==> src/rtl/vdp_pkg.sv <==
// Shared definitions for the VDP CPU bus bridge: VDP mode codes, bridge FSM states
// and the queued write-access payload.
package vdp_pkg;

    localparam logic [1:0] MODE_REG_SELECT = 2'b00;
    localparam logic [1:0] MODE_REG_DATA   = 2'b01;
    localparam logic [1:0] MODE_VRAM_DATA  = 2'b10;

    typedef enum logic [2:0] {
        IDLE,
        SETUP,
        STROBE,
        HOLD,
        GAP,
        RD_STROBE,
        RD_HOLD
    } bridge_state_t;

    typedef struct packed {
        logic [1:0] mode;
        logic [7:0] data;
    } vdp_access_t;

endpackage

==> src/rtl/vdp_sync_fifo.sv <==
// Single-clock FIFO with registered occupancy count; pushes when full and pops when
// empty are ignored.
module vdp_sync_fifo #(
    parameter int unsigned WIDTH = 8,
    parameter int unsigned DEPTH = 8
) (
    input  logic                     clk,
    input  logic                     reset,
    input  logic                     push,
    input  logic [WIDTH-1:0]         wdata,
    input  logic                     pop,
    output logic [WIDTH-1:0]         rdata,
    output logic                     full,
    output logic                     empty,
    output logic [$clog2(DEPTH):0]   count
);

    localparam int unsigned AW = $clog2(DEPTH);
    localparam int unsigned CW = AW + 1;

    logic [WIDTH-1:0] mem [DEPTH];
    logic [AW-1:0]    wr_ptr;
    logic [AW-1:0]    rd_ptr;
    logic             push_ok;
    logic             pop_ok;

    assign full    = (count == CW'(DEPTH));
    assign empty   = (count == '0);
    assign push_ok = push && !full;
    assign pop_ok  = pop && !empty;
    assign rdata   = mem[rd_ptr];

    // Pointers wrap naturally; count is one bit wider so full and empty stay distinct.
    always_ff @(posedge clk or posedge reset) begin
        if (reset) begin
            wr_ptr <= '0;
            rd_ptr <= '0;
            count  <= '0;
        end else begin
            if (push_ok) begin
                wr_ptr <= wr_ptr + AW'(1);
            end
            if (pop_ok) begin
                rd_ptr <= rd_ptr + AW'(1);
            end
            case ({push_ok, pop_ok})
                2'b10:   count <= count + CW'(1);
                2'b01:   count <= count - CW'(1);
                default: count <= count;
            endcase
        end
    end

    always_ff @(posedge clk) begin
        if (push_ok) begin
            mem[wr_ptr] <= wdata;
        end
    end

endmodule

==> src/rtl/vdp_bus_bridge.sv <==
// CPU-side front end for the VDP: queues CPU writes and replays them as clean
// setup/strobe/hold cycles. Define VDP_BUS_BRIDGE_READBACK_EN to enable VDP readback.
module vdp_bus_bridge
    import vdp_pkg::*;
#(
    parameter int unsigned FIFO_DEPTH      = 8,
    parameter int unsigned STROBE_CYCLES   = 2,
    parameter int unsigned VRAM_GAP_CYCLES = 18
) (
    input  logic       clk,
    input  logic       reset,
    input  logic       cpu_req,
    input  logic       cpu_we,
    input  logic [1:0] cpu_addr,
    input  logic [7:0] cpu_wdata,
    output logic       cpu_ready,
    output logic [7:0] cpu_rdata,
    output logic       cpu_rvalid,
    output logic       overflow,
    output logic [1:0] vdp_mode,
    output logic       vdp_write,
    output logic       vdp_read,
    output logic [7:0] vdp_data_in,
    input  logic [7:0] vdp_data_out
);

    localparam int unsigned AW      = $clog2(FIFO_DEPTH);
    localparam int unsigned CNT_MAX = (STROBE_CYCLES > VRAM_GAP_CYCLES) ? STROBE_CYCLES
                                                                        : VRAM_GAP_CYCLES;
    localparam int unsigned CNT_W   = $clog2(CNT_MAX + 1);

    bridge_state_t    state;
    bridge_state_t    state_next;
    logic [CNT_W-1:0] cnt;
    logic             strobe_done;
    logic             gap_done;

    vdp_access_t      wr_entry;
    vdp_access_t      fifo_head;
    logic             fifo_push;
    logic             fifo_pop;
    logic             fifo_full;
    logic             fifo_empty;
    logic [AW:0]      unused_fifo_count;
    logic             read_pending;

    logic [1:0]       mode_d;
    logic [7:0]       data_d;
    logic [7:0]       rdata_d;
    logic             write_d;
    logic             read_d;
    logic             rvalid_d;

    assign cpu_ready      = !fifo_full && !read_pending;
    assign fifo_push      = cpu_req && cpu_ready && cpu_we;
    assign fifo_pop       = (state == IDLE) && !fifo_empty;
    assign wr_entry.mode  = cpu_addr;
    assign wr_entry.data  = cpu_wdata;
    assign strobe_done    = (cnt == CNT_W'(STROBE_CYCLES - 1));
    assign gap_done       = (cnt == CNT_W'(VRAM_GAP_CYCLES - 1));

    vdp_sync_fifo #(
        .WIDTH ($bits(vdp_access_t)),
        .DEPTH (FIFO_DEPTH)
    ) u_fifo (
        .clk   (clk),
        .reset (reset),
        .push  (fifo_push),
        .wdata (wr_entry),
        .pop   (fifo_pop),
        .rdata (fifo_head),
        .full  (fifo_full),
        .empty (fifo_empty),
        .count (unused_fifo_count)
    );

`ifdef VDP_BUS_BRIDGE_READBACK_EN
    logic [1:0] rd_addr;

    // A read blocks further requests until its result has been returned.
    always_ff @(posedge clk or posedge reset) begin
        if (reset) begin
            read_pending <= 1'b0;
            rd_addr      <= MODE_REG_SELECT;
        end else if (state == RD_HOLD) begin
            read_pending <= 1'b0;
        end else if (cpu_req && cpu_ready && !cpu_we) begin
            read_pending <= 1'b1;
            rd_addr      <= cpu_addr;
        end
    end
`else
    logic unused_data_out;

    assign read_pending    = 1'b0;
    assign unused_data_out = ^vdp_data_out;
`endif

    always_ff @(posedge clk or posedge reset) begin
        if (reset) begin
            state <= IDLE;
        end else begin
            state <= state_next;
        end
    end

    // Phase counter restarts on every state change and saturates.
    always_ff @(posedge clk or posedge reset) begin
        if (reset) begin
            cnt <= '0;
        end else if (state_next != state) begin
            cnt <= '0;
        end else if (cnt != CNT_W'(CNT_MAX)) begin
            cnt <= cnt + CNT_W'(1);
        end
    end

    always_comb begin
        state_next = state;
        case (state)
            IDLE: begin
                if (!fifo_empty) begin
                    state_next = SETUP;
                end else if (read_pending) begin
                    state_next = RD_STROBE;
                end
            end
            SETUP:     state_next = STROBE;
            STROBE:    if (strobe_done) state_next = HOLD;
            HOLD:      state_next = (vdp_mode == MODE_VRAM_DATA) ? GAP : IDLE;
            GAP:       if (gap_done) state_next = IDLE;
`ifdef VDP_BUS_BRIDGE_READBACK_EN
            RD_STROBE: if (strobe_done) state_next = RD_HOLD;
            RD_HOLD:   state_next = (vdp_mode == MODE_VRAM_DATA) ? GAP : IDLE;
`endif
            default:   state_next = IDLE;
        endcase
    end

    // Next values of the registered VDP and CPU outputs.
    always_comb begin
        mode_d   = vdp_mode;
        data_d   = vdp_data_in;
        write_d  = (state_next == STROBE);
        read_d   = 1'b0;
        rdata_d  = cpu_rdata;
        rvalid_d = 1'b0;
        if (fifo_pop) begin
            mode_d = fifo_head.mode;
            data_d = fifo_head.data;
        end
`ifdef VDP_BUS_BRIDGE_READBACK_EN
        else if ((state == IDLE) && read_pending) begin
            mode_d = rd_addr;
        end
        read_d = (state_next == RD_STROBE);
        if ((state == RD_STROBE) && strobe_done) begin
            rdata_d = vdp_data_out;
        end
        rvalid_d = (state == RD_HOLD);
`else
        rdata_d  = 8'h00;
        rvalid_d = cpu_req && cpu_ready && !cpu_we;
`endif
    end

    always_ff @(posedge clk or posedge reset) begin
        if (reset) begin
            vdp_mode    <= MODE_REG_SELECT;
            vdp_data_in <= 8'h00;
            vdp_write   <= 1'b0;
            vdp_read    <= 1'b0;
            cpu_rdata   <= 8'h00;
            cpu_rvalid  <= 1'b0;
        end else begin
            vdp_mode    <= mode_d;
            vdp_data_in <= data_d;
            vdp_write   <= write_d;
            vdp_read    <= read_d;
            cpu_rdata   <= rdata_d;
            cpu_rvalid  <= rvalid_d;
        end
    end

    // Sticky record of any request refused while not ready.
    always_ff @(posedge clk or posedge reset) begin
        if (reset) begin
            overflow <= 1'b0;
        end else if (cpu_req && !cpu_ready) begin
            overflow <= 1'b1;
        end
    end

endmodule

==> config.mk <==
export PLATFORM = sky130hd
export DESIGN_NAME = vdp_bus_bridge
export DESIGN_NICKNAME = d
export VERILOG_FILES = /design/src/rtl/vdp_pkg.sv /design/src/rtl/vdp_sync_fifo.sv /design/src/rtl/vdp_bus_bridge.sv
export SDC_FILE = /design/constraint.sdc
export NUM_CORES = 1
export LEC_CHECK = 0
export CAP_MARGIN = 20
export CORE_MARGIN = 4
export CORE_UTILIZATION = 57
export CTS_CLUSTER_SIZE = 30
export DETAILED_ROUTE_END_ITERATION = 6
export PLACE_DENSITY = 0.79
export SETUP_SLACK_MARGIN = 0.15
export SYNTH_ARGS = -nofsm -noshare
export SYNTH_HDL_FRONTEND = slang
export SYNTH_HIERARCHICAL = 1
export SYNTH_SLANG_ARGS = --single-unit
==> constraint.sdc <==
create_clock -name clk -period 3.7 [get_ports clk]
set_clock_uncertainty 0.05 [all_clocks]
set_input_delay 0.74 -clock clk [delete_from_list [all_inputs] [get_ports clk]]
set_output_delay 0.74 -clock clk [all_outputs]
set_load 0.02 [all_outputs]
==> impl.org, run 1 <==
** Synth
- Synthesis produced 267 cells.
- Library cells used by synthesis :: 42
- Yosys attributes the largest share of cell area to sky130_fd_sc_hd__edfxtp_1, sky130_fd_sc_hd__dfrtp_1, sky130_fd_sc_hd__mux4_2.
- Register area share after synthesis :: 0.674
- Area of the mapped netlist :: 0.00471 mm2
- Dividing the synthesized area by the synthesized cell count gives 17.7 um2.
- Seq cells post-synth :: 111
- During synthesis, Yosys emitted a total of 6 warnings.
- After synthesis, the share of flip-flops with an asynchronous set or reset is 0.279.
- Among all flip-flop cells after synthesis, the most frequent one is sky130_fd_sc_hd__edfxtp_1.
- The share of synthesized area in the top cell type comes to 0.510.
- Counting flops with a built-in enable in the synthesized netlist gives 80.
- sky130_fd_sc_hd__edfxtp_1 takes more of the synthesized area than any other cell.

** Global routing
- After global routing, the most crowded layer is met2.
- Via count of the first global-routing pass :: 2350
- The first global-routing pass estimated 12700 um of wire.
- GRT Overall Usage :: 0.174
- Global-route track usage on met2 :: 0.283
- The total overflow left after global routing is 0.
- Initial antenna violation count :: 0
- For met1 alone, demand over resource in global routing was 0.236.
- M3 GR Usage :: 0.0439
- Maximum number of pins on one net before global-route repair :: 23

** CTS
- The clock tree synthesis step divided the H-tree into 3 levels.
- Gates resized during post-CTS repair numbered 0.
- CTS saw 111 sinks.
- The later pin in the worst-skew pair is clocked with a latency of 360 ps.
- Cell chosen for the clock root :: sky130_fd_sc_hd__clkbuf_8
- TritonCTS created 9 clock buffers.
- Number of buffers added for setup after CTS :: 0
- After clock tree synthesis, the clock-pin slew on the worst setup and hold paths is 100 ps.
- Clock Tree Buf Depth :: 2
- Post-CTS Hold Fix Bufs :: 0
- CTS tree :: done

** Finish
- After routing the design area is 0.00530 mm2.
- Net count, final :: 340
- Share of post-route cells with drive strength above 1 :: 0.213
- Layout area overhead :: 12.4%
- The top cell types in the final layout, fill and taps aside, are sky130_fd_sc_hd__edfxtp_1, sky130_fd_sc_hd__dfrtp_1, sky130_fd_sc_hd__clkdlybuf4s50_1, sky130_fd_sc_hd__mux2_2, sky130_fd_sc_hd__inv_1.
- Counting the fill cells in the layout gives 518.
- Final Core Density :: 0.672
- The library cell used most frequently in the layout, excluding fill and tap cells, is sky130_fd_sc_hd__edfxtp_1.
- After the flow finishes, the layout carries non-filler instances totaling 416.
- Number of antenna repair diodes :: 0

** STA
- Tightest Pin Transition :: 933 ps
- The count of final max-slew check failures was 0.
- Worst Hold Slack :: 427 ps
- Final count of hold timing violations :: 0
- Number of setup violations in the final report :: 0
- Setup TNS :: 0 ps
- Headroom to the max-slew limit came out at 0.377.
- The smallest clock period supported by the final layout is computed as 3120 ps.
- Once routing completed, OpenROAD measured the worst setup slack at 583 ps.
- Fmax :: 321 MHz
- Setup repair after global routing missed its margin :: no
- In the finished design, the share of the clock period the worst path needs comes to 0.842.

** Worst setup path
- Startpoint type of the worst setup path :: register
- Worst setup path category :: reg -> reg
- Source of the critical timing path :: u_fifo/count[0]$_DFFE_PP0P_
- Max FO, Critical Path :: 9
- CP Data Required Time :: 3900 ps
- In this run the critical register-to-register path is launched from u_fifo/count[0]$_DFFE_PP0P_.
- At the worst endpoint, the arrival time is 3320 ps.
- The worst setup path is captured at a register.

** Power and ir drop
- Maximum vdd ir drop :: 0.344 mV
- Leakage Power :: 1.91 nW
- The internal power of the cells totals 2.61 mW.
- Clock power frac :: 0.166
- For this design the ratio of total power to cell area is 742 mW/mm2.
- Psw :: 1.32 mW
- Post-layout total power :: 3.93 mW
- The share of total power dissipated in combinational logic is 0.367.
- Of the total power, registers draw 0.467.
- Sw Ratio :: 0.336

** Placement
- Before CTS, the worst setup slack after placement is 508 ps.
- Once placement finished, the instance area stood at 0.00512 mm2.
- Number of cells after detailed placement :: 400
- Total half-perimeter wirelength after legalization and detailed placement :: 5380 um
- RD Place Congestion :: 0.742
- Input/output buffers :: 27

** Detailed routing
- In the routed design, unresolved DRC markers number 0.
- Dividing the detail-routed via count by the number of cells gives 5.81.
- Number of nets still failing antenna checks after routing :: 0
- The final route contains 2418 vias.
- Iteration count of the initial detailed-routing pass :: 4
- The final layout contains routed wiring with a total length of 7930 um.
- In the final routed layout, each cell accounts on average for 19.1 um.
- After the first detailed-routing iteration, the DRC count stood at 99.

** Die
- Core Area :: 0.00789 mm2
- In this run the horizontal extent of the chip is 98.9 um.
- The floorplan step defined a die boundary enclosing 0.00979 mm2.
- I/O pin count :: 45
- The initial utilization of the core area, before any placement, comes to 0.598.
- Row count :: 32
- From bottom edge to top edge, the die measures 98.9 um.

** Flow run
- Across the run, the number of max-cap violations was 0.

** Status
- The flow ran to the end, and the final reports show no timing, DRC or antenna violations.

** Worst hold path
- The min-delay analysis places its worst path in the category reg -> reg.
- Hold Crit Start :: overflow$_DFFE_PP0P_
==> routing by layer <==
| layer | up-vias | wire length [um] |
|---|---|---|
| met2 | 61 | 4110 |
| met3 | 11 | 330 |
| met4 | 0 | 132 |
| met5 | - | 0 |
| met1 | 1240 | 3370 |
| li1 | 1106 | - |
==> cells in the mapped netlist, types with 2 or more instances <==
cell type and number:
sky130_fd_sc_hd__clkbuf_1 4, sky130_fd_sc_hd__nand2_1 7, sky130_fd_sc_hd__mux4_2 12, sky130_fd_sc_hd__nand2b_1 5, sky130_fd_sc_hd__nor2_1 8, sky130_fd_sc_hd__dfrtp_1 31
sky130_fd_sc_hd__mux2_2 21, sky130_fd_sc_hd__inv_1 13, sky130_fd_sc_hd__a2111o_1 2, sky130_fd_sc_hd__a21oi_1 4, sky130_fd_sc_hd__o21ai_0 2, sky130_fd_sc_hd__nand4_1 2
sky130_fd_sc_hd__buf_4 10, sky130_fd_sc_hd__xnor2_1 6, sky130_fd_sc_hd__nor3b_1 4, sky130_fd_sc_hd__nand3_1 6, sky130_fd_sc_hd__buf_6 2, sky130_fd_sc_hd__mux4_1 8
sky130_fd_sc_hd__ha_1 8, sky130_fd_sc_hd__nor3_1 7, sky130_fd_sc_hd__or4b_4 2, sky130_fd_sc_hd__edfxtp_1 80, sky130_fd_sc_hd__xor2_1 4
==> registers in the layout (all words and copies together) (netlist names) <==
register / cells
u_fifo/mem: 80
vdp_data_in: 8
cnt: 5
u_fifo/count: 4
state: 3
u_fifo/rd_ptr: 3
u_fifo/wr_ptr: 3
vdp_mode: 2
cpu_rvalid: 1
overflow: 1
vdp_write: 1
==> worst paths after layout <==
check | end | slack (ps) | depth (start not counted)
max reg2reg | u_fifo/count[3]$_DFFE_PP0P_ | 580 | 10
min | overflow$_DFFE_PP0P_ | 430 | 1
min reg2reg | overflow$_DFFE_PP0P_ | 430 | 1
max in group asynchronous | vdp_data_in[1]$_DFFE_PP0P_ | 2170 | 2
max | u_fifo/count[3]$_DFFE_PP0P_ | 580 | 10
min in group asynchronous | u_fifo/count[2]$_DFFE_PP0P_ | 630 | 2
==> power groups by stage <==
stage          combinational (mW)  sequential [mW]  clock, mW
4_1_cts                      1.46             1.83      0.667
5_1_grt                      1.57             1.87      0.723
3_3_place_gp                 1.39             1.84          0
2_1_floorplan                1.07             1.81          0
6_report                     1.44             1.84      0.653
3_5_place_dp                 1.45             1.86          0
==> area by class of cell <==
class | instances | area [um2] | share of cell area
Clock inverter | 7 | 55.1 | 0.0104
Inverter | 13 | 48.8 | 0.00921
Timing Repair Buffer | 39 | 360 | 0.0680
Multi-Input combinational cell | 135 | 1400 | 0.265
Sequential cell | 111 | 3180 | 0.600
Clock buffer | 9 | 124 | 0.0234
Tap cell | 102 | 128 | 0.0241
==> worst max-delay path, cell delays in order, from the launching register on <==
cell	delay, ps
sky130_fd_sc_hd__dfrtp_1	480
sky130_fd_sc_hd__or4b_4	620
sky130_fd_sc_hd__inv_1	120
sky130_fd_sc_hd__inv_1	50
sky130_fd_sc_hd__and3_1	200
sky130_fd_sc_hd__nand2_4	100
sky130_fd_sc_hd__ha_1	330
sky130_fd_sc_hd__ha_1	340
sky130_fd_sc_hd__or4b_1	490
sky130_fd_sc_hd__o311ai_0	110
sky130_fd_sc_hd__o211ai_1	120
==> cell families after synthesis <==
kind of cell | synth area share
compound gates | 0.0289
xor+xnor | 0.0186
fa+ha+maj | 0.0255
buf+inv | 0.0342
flops | 0.674
mux | 0.157
other cells | 0.000796
simple gates | 0.0611
Note: power is estimated with default switching activity, not from simulation.
==> inputs of run 2 (changes only) <==
- CORE_UTILIZATION: 57 -> 51
- PLACE_DENSITY: 0.79 -> 0.75
- clock period: 3.7 -> 2.55 ns (I/O delays scaled with it)
==> impl.org, run 2 (synthesis gave the netlist of run 1 again) <==
** Detailed routing
- Average detailed-routed wire length per instance :: 19.0 um
- The first detailed-routing pass ran for 4 iterations.
- After detailed routing, the number of vias per cell comes to 5.55.
- Violation count after the first detailed-route iteration :: 98
- Number of nets still failing antenna checks after routing :: 0
- Vias after detailed routing :: 2516
- Drt total wl :: 8610 um
- Residual DRC :: 0

** Finish
- Leaving out fill and tap cells, the most frequent cell in the layout is sky130_fd_sc_hd__edfxtp_1.
- In the layout the commonest cells are sky130_fd_sc_hd__edfxtp_1, sky130_fd_sc_hd__buf_4, sky130_fd_sc_hd__dfrtp_1, sky130_fd_sc_hd__clkdlybuf4s50_1, sky130_fd_sc_hd__mux2_2.
- Share of post-route cells with drive strength above 1 :: 0.322
- The net count of the finished layout is 371.
- Reg with most FFs :: u_fifo/mem
- Number of antenna repair diodes :: 0
- The largest registers in the layout are u_fifo/mem (80), vdp_data_in (8), cnt (5).
- The register with the most flip-flops in the layout has 80 of them.
- Layout area overhead :: 20.1%
- Fill cell count :: 641

** STA
- For the final routed database, the setup TNS stands at 0 ps.
- Setup repair after global routing could not meet its margin everywhere.
- Relative slew slack :: 0.587
- For the pin with the worst max-slew slack, the measured transition is 620 ps.
- Fmax :: 392 MHz
- The number of hold violations in the final report was 0.
- Number of setup violations in the final report :: 0
- The tightest hold path in the finished design has a slack of 346 ps.
- Part of the cycle the worst path needs :: 0.999
- Number of max-slew violations in the final report :: 0
- Fin crit period :: 2550 ps

** Placement
- Total half-perimeter wirelength after legalization and detailed placement :: 5820 um
- Port buffering added 27 buffers.
- RD Place Congestion :: 0.808

** Worst setup path
- The number of cells on the worst reg-to-reg path is 10.
- Crit path buffers/inverters :: 2
- Worst setup path category :: reg -> reg
- Slowest stage delay, CP :: 580 ps
- Kind of cell with the highest combined delay on the critical path :: simple AND/OR/NAND/NOR gates
- Startpoint type of the worst setup path :: register
- STA classifies the critical path endpoint as a register.
- Slowest stage cell on the critical path :: sky130_fd_sc_hd__or4b_4
- Number of cells on the critical path :: 10
- In this run the worst path has a maximum fanout of 5.
- Traced cell by cell, the critical path runs through or4b_4, inv_4, inv_4, and3_4, nand2_4, ha_4, ha_4, or4b_4, o311ai_2, o211ai_1.
- Worst R2R Setup Slack :: 1 ps
- Critical path arrival :: 2750 ps
- For the worst setup path, the data required time is 2750 ps.

** Die
- Die Outline Area :: 0.0108 mm2
- I/O pin count :: 45
- From bottom edge to top edge, the die measures 104 um.
- In this run the horizontal extent of the chip is 104 um.
- Core Area :: 0.00885 mm2
- For this configuration, the core starts out at a cell density of 0.533.
- Row count :: 34

** CTS
- For this design, the CTS-stage hold fixing added 0 buffers.
- CTS placed an instance of sky130_fd_sc_hd__clkbuf_8 at the clock tree root.
- Level count of the clock H-tree :: 3
- Number of buffers created by CTS :: 9
- Worst skew pair latency :: 360 ps
- Clock Tree Buf Depth :: 2
- The clock drives 111 sinks.
- TritonCTS built the clock tree.
- After clock tree synthesis, the clock-pin slew on the worst setup and hold paths is 100 ps.

** Global routing
- First-pass GRT wire length :: 14000 um
- GRT Overall Usage :: 0.169
- Initial antenna violation count :: 0
- The total overflow left after global routing is 0.
- Via count of the first global-routing pass :: 2646
- Entering global routing, the biggest net connects 23 pins.

** Flow run
- The tool flagged a number of max-cap violations equal to 0.

** Power and ir drop
- Summed over all cells, the static leakage comes to 2.08 nW.
- Power density over the cells :: 1120 mW/mm2
- Across the VDD grid, the largest voltage drop is 0.452 mV.

** Status
- The flow ran to the end, and the final reports show no timing, DRC or antenna violations.

** Worst hold path
- Class of the tightest hold or removal check :: in -> async
run 2: cell types whose count changed in the layout (fill, tap and decap cells not counted), moves of 3 or more:
cell / delta
sky130_fd_sc_hd__buf_4: +29
sky130_fd_sc_hd__ha_1: -3
sky130_fd_sc_hd__ha_4: +3
sky130_fd_sc_hd__inv_1: -3
run 2: path summary, 6_finish.rpt:
kind	start	to
worst min register to register	overflow$_DFFE_PP0P_	overflow$_DFFE_PP0P_
min in group clk	overflow$_DFFE_PP0P_	overflow$_DFFE_PP0P_
worst min-delay path	reset	cpu_rvalid$_DFF_PP0_
max in group asynchronous	reset	state[2]$_DFF_PP0_
worst max-delay path	u_fifo/count[0]$_DFFE_PP0P_	u_fifo/count[3]$_DFFE_PP0P_
worst max register to register	u_fifo/count[0]$_DFFE_PP0P_	u_fifo/count[3]$_DFFE_PP0P_
run 2: what timing repair did:
action / in CTS / in global routing
setup endpoints to repair: 3 / 4
gates resized for setup: 3 / 9
pin swaps: 3 / 4
buffers inserted: 8 / 3
run 2: area by class of cell:
type,count,area (um2),area share
inverters,13,53.8,0.00950
clock buffers,11,131,0.0232
multi-input cells,135,1490,0.263
flip-flops and latches,111,3180,0.562
well taps,108,135,0.0239
repair buffers,70,608,0.107
clock inverters,5,65.1,0.0115
run 2: power by group:
part	leakage (nW)	switching, mW	internal, mW	total [mW]
registers	1.10	0.247	2.27	2.52
logic	0.879	1.26	1.55	2.81
clock network	0.0989	0.566	0.468	1.03
run 2: stage by stage:
stage / cells / setup WS (ps) / util / cell area [um2] / power (mW)
6_report: 453 / 1.50 / 0.640 / 5660 / 6.36
5_1_grt: 453 / -76.8 / 0.640 / 5660 / 6.75
4_1_cts: 450 / 19.1 / 0.632 / 5590 / 6.28
3_5_place_dp: 426 / -57.4 / 0.603 / 5330 / 5.14
3_3_place_gp: 426 / -8.44 / 0.603 / 5330 / 5.04
2_1_floorplan: 275 / -99.5 / - / 4800 / 4.28
run 2: per-layer routing:
metal | up-vias | global-route usage | wire length [um]
met3 | 9 | 0.0354 | 399
met4 | 0 | 0.0598 | 97
li1 | 1161 | - | -
met5 | - | 0 | 0
met1 | 1289 | 0.223 | 3790
met2 | 57 | 0.279 | 4320
==> inputs of run 3 (changes only) <==
--- a/config.mk
+++ b/config.mk
@@ -9,6 +9,6 @@
 export CORE_MARGIN = 4
-export CORE_UTILIZATION = 51
+export CORE_UTILIZATION = 61
 export CTS_CLUSTER_SIZE = 30
 export DETAILED_ROUTE_END_ITERATION = 6
-export PLACE_DENSITY = 0.75
+export PLACE_DENSITY = 0.84
 export SETUP_SLACK_MARGIN = 0.15
==> constraint.sdc (replaced) <==
create_clock -name clk -period 3.05 [get_ports clk]
set_clock_uncertainty 0.05 [all_clocks]
set_input_delay 0.61 -clock clk [delete_from_list [all_inputs] [get_ports clk]]
set_output_delay 0.61 -clock clk [all_outputs]
set_load 0.1 [all_outputs]
==> impl.org, run 3 (synthesis gave the netlist of run 1 again) <==
** Die
- Core Area :: 0.00737 mm2
- From left edge to right edge, the die measures 95.9 um.
- The floorplan has 31 rows.
- In this run the count of I/O pins placed on the die edge is 45.
- Die Ht :: 95.9 um
- The die covers 0.00920 mm2.
- The initial utilization of the core area, before any placement, comes to 0.640.

** Global routing
- Grt ovf :: 0
- Initial antenna violation count :: 0
- The via count of the first global-routing pass came to 2495.
- GRT Overall Usage :: 0.206
- Entering global routing, the biggest net connects 23 pins.
- The first global-routing pass estimated 13400 um of wire.

** CTS
- CTS placed an instance of sky130_fd_sc_hd__clkbuf_8 at the clock tree root.
- Post-CTS Hold Fix Bufs :: 0
- TritonCTS built the clock tree.
- No sink is reached through more buffers than the 2 on the longest clock path.
- Clock-pin slew was measured on the worst setup and hold paths at 90 ps.
- Worst skew pair latency :: 360 ps
- Number of buffers created by CTS :: 9
- The H-tree was split into 3 levels.
- CTS sink count :: 111

** STA
- Setup slack on the critical path of the routed design comes to 222 ps.
- Of the available clock period, the critical path in the final layout requires 0.927.
- Relative slew slack :: 0.579
- Number of max-slew violations in the final report :: 0
- Setup repair after global routing left no endpoint under its margin.
- The number of hold violations in the final report came to 0.
- Setup violations remaining at the end of the flow were counted as 0.
- Tightest Pin Transition :: 631 ps
- Fmax :: 354 MHz
- Fin crit period :: 2830 ps

** Detailed routing
- Drt total wl :: 8440 um
- Number of nets still failing antenna checks after routing :: 0
- For this run, design rule violations remaining after detail routing come to 0.
- Average detailed-routed wire length per instance :: 20.2 um
- The detailed router finished its first iteration with 228 violations.
- For this run, the detailed router's first-pass iteration total came to 4.
- Vias after detailed routing :: 2467
- Via density :: 5.90

** Finish
- 0 antenna diodes ended up in the layout.
- In the final layout, the multi-input gates occupy 0.00144 mm2.
- Fill cell count :: 439
- Area occupied by registers :: 0.00318 mm2
- Net count, final :: 345
- Of the cells placed in the final design, the portion with a size suffix greater than 1 is 0.304.
- Number of flip-flops under the largest register name :: 80
- Relative to the synthesized area, the layout overhead comes to 15.4%.
- The library cell used most frequently in the layout, excluding fill and tap cells, is sky130_fd_sc_hd__edfxtp_1.
- Largest registers in the final layout :: u_fifo/mem (80), vdp_data_in (8), cnt (5)
- Final std cells w/o fill :: 418
- Reg with most FFs :: u_fifo/mem
- Highest-count cells in the layout ignoring fill and taps :: sky130_fd_sc_hd__edfxtp_1, sky130_fd_sc_hd__buf_4, sky130_fd_sc_hd__dfrtp_1, sky130_fd_sc_hd__mux2_2, sky130_fd_sc_hd__clkdlybuf4s50_1

** Power and ir drop
- Maximum vdd ir drop :: 0.687 mV
- Leakage Power :: 1.98 nW
- Dividing total power by cell area gives a power density of 1070 mW/mm2.

** Worst setup path
- Startpoint type of the worst setup path :: register
- In this run the critical register-to-register path is captured at u_fifo/count[3]$_DFFE_PP0P_.
- Worst R2R Setup Slack :: 220 ps
- Path depth of the worst reg2reg path :: 10
- Counting stages on the worst path, the most repeated cell is sky130_fd_sc_hd__ha_4.
- The largest single stage delay on the critical path is 540 ps.
- Slowest stage cell on the critical path :: sky130_fd_sc_hd__or4b_4
- Critical path endpoint category :: register
- Max FO, Critical Path :: 9
- In this run the critical register-to-register path is launched from u_fifo/count[3]$_DFFE_PP0P_.
- Kind of cell with the highest combined delay on the critical path :: simple AND/OR/NAND/NOR gates
- Following the worst setup path forward leads to its endpoint at u_fifo/count[3]$_DFFE_PP0P_.
- Crit path buffers/inverters :: 2
- The critical path starts at u_fifo/count[3]$_DFFE_PP0P_.
- Number of cells on the critical path :: 10
- Worst setup path category :: reg -> reg
- CP Data Required Time :: 3230 ps
- Critical path arrival :: 3010 ps
- Cell-by-cell listing of the critical path :: or4b_4, inv_4, clkinvlp_4, and3_4, nand2_4, ha_4, ha_4, or4b_1, o311ai_1, o211ai_1

** Worst hold path
- Class of the tightest hold or removal check :: in -> async

** Placement
- Once detailed placement completed, the half-perimeter wirelength came to 5350 um.
- RD Place Congestion :: 0.754
- In this run the tool buffered the top-level ports with 27 buffer cells.
- Before CTS, the worst setup slack after placement is 178 ps.
- Number of cells after detailed placement :: 397

** Flow run
- Number of violations of the max-capacitance limit :: 0

** Status
- Status :: finished, final reports clean
## run 3: changes by cell type in the layout (fill, tap and decap cells not counted), moves of 2 or more
cell / delta
sky130_fd_sc_hd__nor4_2: +2
sky130_fd_sc_hd__bufinv_16: +3
sky130_fd_sc_hd__clkdlybuf4s50_1: -13
sky130_fd_sc_hd__nor4_4: -2
sky130_fd_sc_hd__buf_4: -10
sky130_fd_sc_hd__clkbuf_1: -2
## run 3: cell type report
class / count / area share
Clock buffer: 9 / 0.0228
Clock inverter: 7 / 0.0274
Inverter: 13 / 0.0101
Multi-Input combinational cell: 135 / 0.265
Sequential cell: 111 / 0.585
Tap cell: 99 / 0.0228
Timing Repair Buffer: 44 / 0.0667
## run 3: worst min path at each step
stage / from / endpoint
floorplan: reset / u_fifo/count[0]$_DFFE_PP0P_
global placement: overflow$_DFFE_PP0P_ / overflow$_DFFE_PP0P_
detailed placement: overflow$_DFFE_PP0P_ / overflow$_DFFE_PP0P_
CTS: reset / overflow$_DFFE_PP0P_
global route: reset / overflow$_DFFE_PP0P_
finish: reset / overflow$_DFFE_PP0P_
## run 3: timing repair
action	in CTS	in global routing
endpoints found under the hold margin	0	0
gates resized for setup	0	3
buffers inserted	0	5
endpoints found under the setup margin	0	1
## run 3: power by group
group | internal, mW | leakage (nW) | switching [mW] | total [mW]
sequential | 1.90 | 1.10 | 0.230 | 2.13
combinational | 1.03 | 0.749 | 1.52 | 2.55
clock | 0.640 | 0.136 | 0.490 | 1.13
## run 3: through the flow
stage	power, mW	util	setup TNS, ps	hold WS [ps]	cell area, um2
final	5.81	0.738	0	387	5440
after global routing	6.10	0.738	0	395	5440
after floorplan	4.13	-	-170	400	4790
after global placement	4.53	0.695	0	397	5120
after detailed placement	4.66	0.695	0	403	5120
after CTS	5.79	0.732	0	377	5390
## run 3: metal layers
metal,vias to the layer above,GRT usage,wire (um)
met5,-,0,0
met4,0,0.0711,118
met3,12,0.0305,441
met2,71,0.341,4380
met1,1268,0.282,3510
li1,1116,-,-
